**src/rtl/button_encoder_pkg.sv**
```systemverilog
// button_encoder_pkg: types and constants shared by the button/key input path.
//   state_e   - press-tracking FSM state
//   CODE_W    - width of the encoded line index
//   N_LINES   - number of button/key lines
//   lowest_index / multi_hot - helpers for building an event from a line vector
package button_encoder_pkg;

  localparam int unsigned CODE_W  = 3;
  localparam int unsigned N_LINES = 8;

  typedef enum logic {
    RELEASED = 1'b0,
    PRESSED  = 1'b1
  } state_e;

  // Index of the lowest active line; 0 when no line is active.
  function automatic logic [CODE_W-1:0] lowest_index(input logic [N_LINES-1:0] v);
    logic [CODE_W-1:0] idx;
    idx = '0;
    for (int unsigned i = N_LINES; i > 0; i--) begin
      if (v[i-1]) idx = CODE_W'(i - 1);
    end
    return idx;
  endfunction

  // True when more than one line is active (clearing the lowest set bit leaves something).
  function automatic logic multi_hot(input logic [N_LINES-1:0] v);
    return (v & (v - 1'b1)) != '0;
  endfunction

endpackage

```
**src/rtl/button_encoder_debounce_vec.sv**
```systemverilog
// debounce_vec: two-flop synchroniser plus whole-vector debounce.
//   clk_i          - system clock
//   rst_i          - synchronous active-high reset
//   raw_n_i        - raw active-low lines, asynchronous to clk_i
//   stable_o       - debounced vector, active-high (1 = pressed)
//   stable_next_o  - value stable_o takes on the next edge, so the consumer can
//                    register its own reaction on the same edge as stable_o
// The candidate and stable vectors are kept active-low so that reset ('1)
// means "all released"; inversion happens only on the outputs.
module debounce_vec #(
  parameter int unsigned WIDTH           = 8,
  parameter int unsigned DEBOUNCE_CYCLES = 1000000,
  parameter int unsigned CNT_W           = 20
) (
  input  logic             clk_i,
  input  logic             rst_i,
  input  logic [WIDTH-1:0] raw_n_i,
  output logic [WIDTH-1:0] stable_o,
  output logic [WIDTH-1:0] stable_next_o
);

  if (DEBOUNCE_CYCLES < 2) begin : g_bad_debounce
    $error("DEBOUNCE_CYCLES must be at least 2");
  end
  if ((64'd1 << CNT_W) <= 64'(DEBOUNCE_CYCLES)) begin : g_bad_cnt_w
    $error("CNT_W too narrow for DEBOUNCE_CYCLES");
  end

  logic [WIDTH-1:0] sync1_q, sync2_q;
  logic [WIDTH-1:0] cand_q, cand_d;
  logic [WIDTH-1:0] stab_q, stab_d;
  logic [CNT_W-1:0] cnt_q, cnt_d;

  always_comb begin
    cand_d = cand_q;
    cnt_d  = cnt_q;
    stab_d = stab_q;
    if (sync2_q != cand_q) begin
      cand_d = sync2_q;
      cnt_d  = '0;
    end else begin
      if (cnt_q != '1) cnt_d = cnt_q + 1'b1;
      if (cnt_q == CNT_W'(DEBOUNCE_CYCLES - 1)) stab_d = cand_q;
    end
  end

  always_ff @(posedge clk_i) begin
    if (rst_i) begin
      sync1_q <= '1;
      sync2_q <= '1;
      cand_q  <= '1;
      stab_q  <= '1;
      cnt_q   <= '0;
    end else begin
      sync1_q <= raw_n_i;
      sync2_q <= sync1_q;
      cand_q  <= cand_d;
      stab_q  <= stab_d;
      cnt_q   <= cnt_d;
    end
  end

  assign stable_o      = ~stab_q;
  // Reset has priority, so the next value is "released" while rst_i is high.
  assign stable_next_o = rst_i ? '0 : ~stab_d;

endmodule

```
**src/rtl/button_encoder.sv**
```systemverilog
// button_encoder: 8 active-low button lines -> one 3-bit code per press,
// delivered over a one-deep valid/ready handshake.
//   clk      - system clock
//   rst      - synchronous active-high reset
//   btn_n    - raw active-low lines (0 = pressed), asynchronous
//   code     - lowest pressed line of the pending event, stable while valid
//   valid    - event pending
//   ready    - consumer accepts on valid && ready
//   pressed  - debounced vector has at least one active line
//   multi    - pending event captured more than one active line
//   overflow - sticky: an event was dropped while one was pending
// Optional: define BUTTON_ENCODER_REPEAT_EN for auto-repeat every
// REPEAT_CYCLES cycles while a key stays held.
module button_encoder
  import button_encoder_pkg::*;
#(
  parameter int unsigned DEBOUNCE_CYCLES = 1000000,
  parameter int unsigned CNT_W           = 20,
  parameter int unsigned REPEAT_CYCLES   = 50000000,
  parameter int unsigned REPEAT_W        = 26
) (
  input  logic              clk,
  input  logic              rst,
  input  logic [N_LINES-1:0] btn_n,
  output logic [CODE_W-1:0] code,
  output logic              valid,
  input  logic              ready,
  output logic              pressed,
  output logic              multi,
  output logic              overflow
);

  if (REPEAT_CYCLES < 1 || (64'd1 << REPEAT_W) <= 64'(REPEAT_CYCLES)) begin : g_bad_repeat
    $error("REPEAT_W too narrow for REPEAT_CYCLES");
  end

  logic [N_LINES-1:0] stable, stable_next;

  debounce_vec #(
    .WIDTH          (N_LINES),
    .DEBOUNCE_CYCLES(DEBOUNCE_CYCLES),
    .CNT_W          (CNT_W)
  ) u_debounce (
    .clk_i        (clk),
    .rst_i        (rst),
    .raw_n_i      (btn_n),
    .stable_o     (stable),
    .stable_next_o(stable_next)
  );

  // FSM and event logic look at stable_next so that valid rises on the same
  // edge as the stable vector, not one cycle later.
  state_e state_q, state_d;

  always_comb begin
    state_d = state_q;
    case (state_q)
      RELEASED: if (stable_next != '0) state_d = PRESSED;
      PRESSED:  if (stable_next == '0) state_d = RELEASED;
    endcase
  end

  logic press_evt;
  assign press_evt = (state_q == RELEASED) && (state_d == PRESSED);

  logic rep_evt;
`ifdef BUTTON_ENCODER_REPEAT_EN
  logic [REPEAT_W-1:0] rep_cnt_q, rep_cnt_d;

  // Counter is held at 0 except while staying in PRESSED; it wraps on firing
  // so repeats land every REPEAT_CYCLES after the press event.
  always_comb begin
    rep_cnt_d = '0;
    rep_evt   = 1'b0;
    if (state_q == PRESSED && state_d == PRESSED) begin
      if (rep_cnt_q == REPEAT_W'(REPEAT_CYCLES - 1)) rep_evt = 1'b1;
      else rep_cnt_d = rep_cnt_q + 1'b1;
    end
  end

  always_ff @(posedge clk) begin
    if (rst) rep_cnt_q <= '0;
    else     rep_cnt_q <= rep_cnt_d;
  end
`else
  always_comb rep_evt = 1'b0;
`endif

  logic              valid_q, valid_d;
  logic [CODE_W-1:0] code_q, code_d;
  logic              multi_q, multi_d;
  logic              ovf_q, ovf_d;

  always_comb begin
    valid_d = valid_q;
    code_d  = code_q;
    multi_d = multi_q;
    ovf_d   = ovf_q;
    if (press_evt || rep_evt) begin
      if (!valid_q || ready) begin
        valid_d = 1'b1;
        code_d  = lowest_index(stable_next);
        multi_d = multi_hot(stable_next);
      end else begin
        ovf_d = 1'b1;
      end
    end else if (valid_q && ready) begin
      valid_d = 1'b0;
    end
  end

  always_ff @(posedge clk) begin
    if (rst) begin
      state_q <= RELEASED;
      valid_q <= 1'b0;
      code_q  <= '0;
      multi_q <= 1'b0;
      ovf_q   <= 1'b0;
    end else begin
      state_q <= state_d;
      valid_q <= valid_d;
      code_q  <= code_d;
      multi_q <= multi_d;
      ovf_q   <= ovf_d;
    end
  end

  assign code     = code_q;
  assign valid    = valid_q;
  assign multi    = multi_q;
  assign overflow = ovf_q;
  assign pressed  = |stable;

endmodule

```
**config.mk**
```make
export PLATFORM = sky130hd
export DESIGN_NAME = button_encoder
export DESIGN_NICKNAME = d
export VERILOG_FILES = /design/src/rtl/button_encoder_pkg.sv /design/src/rtl/button_encoder_debounce_vec.sv /design/src/rtl/button_encoder.sv
export SDC_FILE = /design/constraint.sdc
export NUM_CORES = 1
export LEC_CHECK = 0
export CORE_MARGIN = 4
export CORE_UTILIZATION = 50
export DETAILED_ROUTE_END_ITERATION = 6
export DONT_BUFFER_PORTS = 1
export GPL_ROUTABILITY_DRIVEN = 1
export GPL_TIMING_DRIVEN = 0
export PLACE_DENSITY = 0.68
export SYNTH_ARGS = -nofsm -noshare
export SYNTH_HDL_FRONTEND = slang
export SYNTH_HIERARCHICAL = 1
export SYNTH_SLANG_ARGS = --single-unit
```
**constraint.sdc**
```tcl
create_clock -name clk -period 2.95 [get_ports clk]
set_input_delay 0.59 -clock clk [delete_from_list [all_inputs] [get_ports clk]]
set_output_delay 0.59 -clock clk [all_outputs]
set_load 0.005 [all_outputs]
```
# == Yosys cells after proc, flatten, opt, wreduce, memory -nomap -nowiden ==
# Index checks and enable logic that the tools add are counted.
# word_totals
reg_bits,59
inputBits,11
output_inout_bits,7
word_cells,51
# classes
addsub,2
n_eq_ne,4
mux,17
bitwise_logic,5
n_reduce_logical,13
# op_table
cell,n
2-to-1 mux 3 bit,8
2-to-1 mux 8 bit,3
"adder 20 x 1 -> 20 bit, second input constant",1
"equality test 20 bit, second input constant",1
"inequality test 20 bit, second input constant",1
inverter 8 bit,2
nonzero test 8 bit,2
AND 8 bit,1
logical NOT 8 bit,1
inequality test 8 bit,1
OR reduction 8 bit,1
"subtractor 8 x 1 -> 8 bit, second input constant",1
AND reduction 2 bit,3
2-to-1 mux 1 bit,5
logical AND 1 bit,2
"inequality test 2 x 1 -> 1 bit, second input constant",1
inverter 1 bit,2
case mux 1 bit (2 select lines),1
nonzero test 2 bit,1
OR reduction 2 bit,1
logical NOT 1 bit,1
logical OR 1 bit,1

# == Depth between registers and ports, before layout ==
# Gate-level depths: netlist of run 1.
# depth
word_depth,13
depth_mapped,13
ltp_nobuf,9

# == Hierarchy ==
# Netlist of run 1, hierarchy kept.
# modules_own_cells
module,instances,cells_each,area_per_inst_um2,seq_area_each_um2
debounce_vec,1,250,2346.0,1041.0
button_encoder,1,49,404.1,140.1

# == Least setup slack after synthesis of run 1 ==
# No wires, ideal clock.
# synth_timing
path_kind,register to register
from,register u_debounce.cnt_q[0]
to,register multi_q (netlist: multi)
setup_ps,143
arrival_ps,2908
t_required_ps,2807
path_slack_ps,-101
path_stages_with_launch,13
path_buffers,3
period_less_slack_ps,3051
cell_sequence,dfxtp_1 ha_1 and3_1 buf_6 nand2b_4 buf_6 or4_4 buf_6 o211a_1 or4_4 a2111oi_2 or3_1 a311oi_1
# synth_between
elab_chain_len,10
elab_cells_between_ends,15
classes_between,add/sub (1); eq/ne (1); mux (6); bitwise (2); reduce/logical (5)
# synth_lines
item,line,text
start: declaration,button_encoder_debounce_vec.sv:32,"logic [CNT_W-1:0] cnt_q, cnt_d;"
start signal: assignment,button_encoder_debounce_vec.sv:59,cnt_q <= cnt_d;
equality test 20 bit *,button_encoder_debounce_vec.sv:43,if (cnt_q == CNT_W'(DEBOUNCE_CYCLES - 1)) stab_d = cand_q;
2-to-1 mux 8 bit *,button_encoder_debounce_vec.sv:43,
2-to-1 mux 8 bit *,button_encoder_debounce_vec.sv:38,if (sync2_q != cand_q) begin
inverter 8 bit *,button_encoder_debounce_vec.sv:65,assign stable_next_o = rst_i ? '0 : ~stab_d;
2-to-1 mux 8 bit *,button_encoder_debounce_vec.sv:65,
net stable_next[2],button_encoder.sv:37,"logic [N_LINES-1:0] stable, stable_next;"
"parallel branches: the longest is 5 deep, another holds subtractor 8 x 1 -> 8 bit",--,
end signal: assignment,button_encoder.sv:123,multi_q <= multi_d;
end: declaration,button_encoder.sv:91,"logic multi_q, multi_d;"
# Mark *: on every way through the listed nets, which the timed path passes.
# A chain may end at the register's enable or synchronous reset.

# == Final worst setup path of run 1 ==
# layout_timing
from,register u_debounce.cnt_q[10]
to,register multi_q (netlist: multi)
# Same word-level chain as after synthesis.

==> results of run 1 <==
## per-layer routing
| metal | part of all wire | global-route usage | vias to the layer above |
|---|---|---|---|
| met5 | 0 | 0 | - |
| met4 | 0.028 | 0.106 | 0 |
| met3 | 0.043 | 0.0434 | 14 |
| met2 | 0.46 | 0.305 | 59 |
| met1 | 0.47 | 0.247 | 1080 |
| li1 | - | - | 1159 |
## power by group
part           switching (µW)  leakage (µW)  total (µW)  internal [µW]
sequential               7.11      0.000487         817            809
clock                     310      0.000101         778            468
combinational            52.2      0.000680        79.8           27.6
## worst reg2reg max path: cells and delay by family, from the launching register on
family	cells	cell delay (ps)
AO/OA/AOI/OAI	3	620
flip-flops	1	370
AND/OR/NAND/NOR	5	1760
## placed cells by master (no fill, tap or decap), types with 5 or more instances in the layout
cell	synthesis	final
dfxtp_1	59	48
dfxtp_2	0	8
o41ai_2	0	8
o21ai_0	5	5
nand4_1	10	10
inv_1	20	20
nor4_1	6	6
a21oi_1	17	16
or2_2	24	24
o211ai_1	8	8
a31oi_1	6	6
buf_4	0	16
or3_1	6	6
nor3_1	14	14
nand2_1	11	11
nand3_1	8	8
xnor2_1	8	8
clkbuf_8	0	9
clkbuf_1	6	7
nor2_1	17	17
or4_1	5	5
## state kept, by name (all words and copies together), names as in the netlist
signal	count
multi	1
overflow	1
u_debounce/sync1_q	8
u_debounce/stab_q	8
state_q	1
valid	1
code	3
u_debounce/cnt_q	20
u_debounce/sync2_q	8
u_debounce/cand_q	8
## cells by family (layout without fill, tap and decap cells)
kind of cell / count (synthesis) / after routing / share of synthesized area
and+or+nand+nor: 121 / 121 / 0.272
muxes: 2 / 2 / 0.00728
buffers and inverters: 36 / 65 / 0.0678
xor gates and xnor gates: 8 / 8 / 0.0255
DFF: 59 / 59 / 0.429
AOI/OAI and AO/OA: 71 / 71 / 0.190
adders and majority gates: 2 / 2 / 0.00819
## worst min-delay path by stage
stage	start	to	slack, ps	cells after the start
global route	btn_n[3]	u_debounce/sync1_q[3]$_SDFF_PP1_	340	1
floorplan	u_debounce/sync1_q[0]$_SDFF_PP1_	u_debounce/sync2_q[0]$_SDFF_PP1_	390	1
global placement	u_debounce/sync1_q[3]$_SDFF_PP1_	u_debounce/sync2_q[3]$_SDFF_PP1_	390	1
CTS	btn_n[5]	u_debounce/sync1_q[5]$_SDFF_PP1_	350	1
finish	btn_n[5]	u_debounce/sync1_q[5]$_SDFF_PP1_	360	1
detailed placement	u_debounce/sync1_q[1]$_SDFF_PP1_	u_debounce/sync2_q[1]$_SDFF_PP1_	390	1
## timing repair
item | CTS | global route
pin swaps | 8 | 10
setup buffers | 8 | 7
hold buffers | 0 | 0
endpoints found under the setup margin | 6 | 6
gates resized for setup | 4 | 29
## metrics by stage
stage | TNS [ps] | setup slack (ps) | cells
2_1_floorplan | 0 | 3.25 | 299
3_3_place_gp | -570 | -180 | 369
3_5_place_dp | -707 | -216 | 369
4_1_cts | 0 | 8.24 | 391
5_1_grt | 0 | 1.43 | 398
6_report | 0 | 85.4 | 398
## layout make-up
| type | instances | area share |
|---|---|---|
| repair buffers | 15 | 0.0340 |
| plain buffers | 13 | 0.0242 |
| clock buffers | 10 | 0.0385 |
| inverters | 21 | 0.0238 |
| flip-flops and latches | 59 | 0.363 |
| clock inverters | 6 | 0.0242 |
| well taps | 70 | 0.0264 |
| multi-input cells | 204 | 0.466 |
==> results.md, run 1 <==
* Status: finished clean
* Max stage delay on crit path at 610 ps
* Cell depth of the worst flop-to-flop path at 8
* R2r startpoint: u_debounce/cnt_q[10]$_SDFFE_PP0P_
* Die X at 82.2 µm
* Vias per cell at 5.81
* Hold WS at 360 ps
* Peak supply drop at 0.000453 V
* Async S/R FF share, synth at 0
* Worst setup EP type: register
* Dpl hpwl at 3930 µm
* Synth Warn # at 6
* Yosys top cell area share at 0.429
* Max-cap violations at 0
* Worst-Skew Late Latency at 340 ps
* Synth cell count leaders: 59 x dfxtp_1, 24 x or2_2, 20 x inv_1
* Antenna Nets Post-Route at 0
* Worst slew margin at 0.604
* Top cells by area, synth: dfxtp_1 43%, or2_2 5.5%, o41ai_1 3.2%
* Starting density of the core at 0.528
* Top delay family on crit path: simple AND/OR/NAND/NOR gates
* RSZ-0062 raised after global routing: false
* R2R setup slack at 90 ps
* Critical register-to-register path endpoint: multi$_SDFFE_PP0P_
* CTS Buffer Depth at 2
* Nets at 335
* Average size of a mapped cell at 9.20 µm²
* Final wirelength at 5980 µm
* Clock sinks at 59
* TritonCTS buffer count at 9
* Mapped cell area at 0.00275 mm²
* Root Buffer: clkbuf_8
* Largest area contributor in the netlist: dfxtp_1
* Hold Fails Final Rpt at 0
* Placed inst area at 0.00287 mm²
* PD cells at 505 mW/mm²
* Layout cells sized above 1 at 0.305
* Stages on worst setup path at 8
* Slowest CP cell: or4_4
* Via count at 2,312
* Io pins at 18
* Netlist cell types at 54
* Final setup fails at 0
* Worst setup startpoint: u_debounce/cnt_q[10]$_SDFFE_PP0P_
* Antenna violations before repair at 0
* CTS tree: built
* Gpl congestion at 0.799
* Synth Flop Type: dfxtp_1
* Achievable Freq at 349 MHz
* Count leader, synth: dfxtp_1
* I/O Buffers at 0
* Wire length per cell at 15.0 µm
* Worst Tran Pin Value at 590 ps
* Area of the multi-input gates at 0.00155 mm²
* CP bufs+invs at 0
* Slew Limit Fails at 0
* Die Ht at 82.2 µm
* Core Util, Final at 0.637
* Pin count of the biggest net entering global routing at 11
* Worst Path Required at 3160 ps
* Antenna diode count at 0
* Vias in the first global route at 2,148
* Crit Path Max Fanout at 7
* Die ar. at 0.00675 mm²
* Remaining DRCs at 0
* Synth Instances at 299
* Power Total at 1670 µW
* Register area share after synthesis at 0.429
* Skew final at 13.0 ps
* GR Util All Layers at 0.194
* Critical path endpoint: multi$_SDFFE_PP0P_
* Ordered list of cells on the worst path: nor4b_4, nand3_2, or4_4, o211a_4, or4_4, a2111oi_4, or3_1, a311oi_1
* Worst Path Arrival at 3070 ps
* Design area at 0.00332 mm²
* Reg area at 0.00120 mm²
* Yosys reg bits at 59
* Fill cell count at 452
* Crit Path Class: register to register
* Leak at 0.00127 µW
* Hold Path Class: input port to register
* DR pass1 iterations at 4
* Core ar. at 0.00520 mm²
* Worst path most repeated cell: or4_4
* Iter 0 DRT Violations at 221
* Layout area overhead at 20.6%
* Syn_nets at 311
* CTS clk-pin slew, worst paths at 70 ps
* H-tree depth at 3
* Row count at 26
* Final Critical Period at 2860 ps
* Crit path launch type: register
* Crit share post-route at 0.971
* Gr ovfl total at 0
* First-pass GRT wire length at 9970 µm
* EDFF count, synth at 0
(Power assumes the default switching activity.)
==> run 2, diff against run 1 <==
--- a/config.mk
+++ b/config.mk
@@ -12,7 +12,9 @@
 export GPL_ROUTABILITY_DRIVEN = 1
 export GPL_TIMING_DRIVEN = 0
 export PLACE_DENSITY = 0.68
+export SKIP_LAST_GASP = 1
 export SYNTH_ARGS = -nofsm -noshare
 export SYNTH_HDL_FRONTEND = slang
 export SYNTH_HIERARCHICAL = 1
 export SYNTH_SLANG_ARGS = --single-unit
+export TNS_END_PERCENT = 1
==> results.md, run 2 (synthesis results as in run 1) <==
* Pint at 1310 µW (about the same)
* Max-cap violations at 0 (unchanged)
* Layout area overhead at 19.9% (was 20.6%)
* Worst-Skew Late Latency at 340 ps (about the same)
* Die ar. at 0.00675 mm² (unchanged)
* Worst Tran Pin Value at 521 ps (was 590 ps)
* Ordered list of cells on the worst path: nor4b_4, nand3_2, or4_4, o211a_4, or4_4, a2111oi_4, or3_1, a311oi_1 (unchanged)
* Max stage delay on crit path at 620 ps (was 610 ps)
* Worst path most repeated cell: or4_4 (unchanged)
* Final wirelength at 5950 µm (was 5980 µm)
* DR pass1 iterations at 4 (unchanged)
* Clock sinks at 59 (unchanged)
* Power share of the sequential group at 0.487 (was 0.488)
* Skew final at 13.7 ps (was 13.0 ps)
* Vias in the first global route at 2,148 (unchanged)
* Slowest CP cell: or4_4 (unchanged)
* TritonCTS buffer count at 9 (unchanged)
* Antenna diode count at 0 (unchanged)
* Leak at 0.00127 µW (about the same)
* Worst Path Arrival at 3090 ps (was 3070 ps)
* P_sw at 372 µW (was 369 µW)
* Worst hold start: btn_n[5] (unchanged)
* Combinational Power Share at 0.047 (was 0.048)
* Row count at 26 (unchanged)
* CTS clk-pin slew, worst paths at 70 ps (about the same)
* Achievable Freq at 346 MHz (was 349 MHz)
* I/O Buffers at 0 (unchanged)
* Cts hold-fix bufs at 0 (unchanged)
* CP bufs+invs at 0 (unchanged)
* Nets at 334 (was 335)
* Core ar. at 0.00520 mm² (unchanged)
* Die Ht at 82.2 µm (unchanged)
* Hold Fails Final Rpt at 0 (unchanged)
* Crit share post-route at 0.979 (was 0.971)
* Antenna violations before repair at 0 (unchanged)
* Core Util, Final at 0.633 (was 0.637)
* Most frequent cells in the layout: 48 x dfxtp_1, 24 x or2_2, 20 x inv_1 (unchanged)
* Final setup fails at 0 (unchanged)
* Worst slew margin at 0.650 (was 0.604)
* Iter 0 DRT Violations at 208 (was 221)
* Status: finished clean (unchanged)
* R2R setup slack at 60 ps (was 90 ps)
* Vias per cell at 5.87 (was 5.81)
* H-tree depth at 3 (unchanged)
* R2r startpoint: u_debounce/cnt_q[10]$_SDFFE_PP0P_ (unchanged)
* PD cells at 509 mW/mm² (was 505 mW/mm²)
* Io pins at 18 (unchanged)
* Clk pwr share at 0.466 (was 0.465)
* Worst Path Required at 3160 ps (about the same)
* Power Total at 1680 µW (was 1670 µW)
* First-pass GRT wire length at 9970 µm (unchanged)
* Pre-CTS setup slack at -216 ps (unchanged)
* Dpl hpwl at 3930 µm (unchanged)
* Starting density of the core at 0.528 (unchanged)
* Crit Path Max Fanout at 7 (unchanged)
* Layout cells sized above 1 at 0.297 (was 0.305)
* Die X at 82.2 µm (unchanged)
* WHS Path Cells at 1 (unchanged)
* GR Util All Layers at 0.194 (unchanged)
* Slew Limit Fails at 0 (unchanged)
* Crit Path Class: register to register (unchanged)
* Gr ovfl total at 0 (unchanged)
* Cell depth of the worst flop-to-flop path at 8 (unchanged)
* Root Buffer: clkbuf_8 (unchanged)
* Fill cell count at 449 (was 452)
* Largest Register: u_debounce/cnt_q (unchanged)
* Antenna Nets Post-Route at 0 (unchanged)
* CTS Buffer Depth at 2 (unchanged)
* Gpl congestion at 0.799 (unchanged)
* Worst setup EP type: register (unchanged)
* Commonest non-fill, non-tap cell in the layout: dfxtp_1 (unchanged)
* Crit path launch type: register (unchanged)
* Pin count of the biggest net entering global routing at 11 (unchanged)
* Top delay family on crit path: simple AND/OR/NAND/NOR gates (unchanged)
* Hold Crit Endpoint: u_debounce/sync1_q[5]$_SDFF_PP1_ (unchanged)
* Remaining DRCs at 0 (unchanged)
* Max FFs per register at 20 (unchanged)
* RSZ-0062 raised after global routing: true (was false)
* Via count at 2,332 (was 2,312)
* Final Critical Period at 2890 ps (was 2860 ps)
* Wire length per cell at 15.0 µm (about the same)
* Sw Share at 0.222 (was 0.220)
* Final worst setup slack at 62.9 ps (was 85.4 ps)
* CTS tree: built (unchanged)
* Peak supply drop at 0.000462 V (was 0.000453 V)
* Hold Path Class: input port to register (unchanged)
* Critical register-to-register path endpoint: multi$_SDFFE_PP0P_ (unchanged)
## run 2: repair_timing
| item | CTS | global route |
|---|---|---|
| resized for setup | 4 | 27 |
| endpoints found under the hold margin | 0 | 0 |
| pin swaps | 8 | 5 |
| setup endpoints to repair | 6 | 6 |
| buffers inserted | 8 | 6 |
| gates cloned | 0 | 0 |
## run 2: how the worst max path moves through the flow
stage	start	endpoint	slack, ps	cells after the start
6_report	u_debounce/cnt_q[10]$_SDFFE_PP0P_	multi$_SDFFE_PP0P_	60	8
5_1_grt	u_debounce/cnt_q[4]$_SDFFE_PP0P_	overflow$_SDFFE_PP0P_	-20	11
4_1_cts	u_debounce/cnt_q[0]$_SDFFE_PP0P_	multi$_SDFFE_PP0P_	8	10
3_5_place_dp	u_debounce/cnt_q[6]$_SDFFE_PP0P_	code[1]$_SDFFE_PP0P_	-220	10
3_3_place_gp	u_debounce/cnt_q[6]$_SDFFE_PP0P_	code[1]$_SDFFE_PP0P_	-180	10
2_1_floorplan	u_debounce/cnt_q[1]$_SDFFE_PP0P_	multi$_SDFFE_PP0P_	3	12
## run 2: power groups by stage
stage	clock, µW	combinational, µW	sequential (µW)
after floorplan	0	55.2	835
after global placement	0	68.6	836
after detailed placement	0	71.3	836
after CTS	790	74.7	818
after global routing	840	87.2	818
final	781	79.5	817
## run 2: worst reg2reg max path, delay by kind of cell, from the launching register on
kind            cells  cell delay (ps)
flops               1              370
compound gates      3              640
simple gates        5             1760
## run 2: stage by stage
step / setup TNS [ps] / hold WS [ps] / instances / instance area, µm²
2_1_floorplan: 0 / 389 / 299 / 2790
3_3_place_gp: -570 / 391 / 369 / 2870
3_5_place_dp: -707 / 393 / 369 / 2870
4_1_cts: 0 / 345 / 391 / 3150
5_1_grt: -20.9 / 341 / 397 / 3300
6_report: 0 / 358 / 397 / 3300
## run 2: final cells by class
cell class,instances,area [µm²],area share
timing repair buffer,14,105,0.0319
clock buffer,10,128,0.0387
multi-input combinational,204,1540,0.466
sequential,59,1200,0.365
buffer,13,80.1,0.0243
clock inverter,6,80.1,0.0243
tap,70,87.6,0.0266
inverter,21,78.8,0.0239
## run 2: metal layers
| metal | GRT usage | part of all wire | up-vias |
|---|---|---|---|
| li1 | - | - | 1157 |
| met1 | 0.247 | 0.47 | 1101 |
| met2 | 0.305 | 0.46 | 60 |
| met3 | 0.0434 | 0.041 | 14 |
| met4 | 0.106 | 0.027 | 0 |
| met5 | 0 | 0 | - |
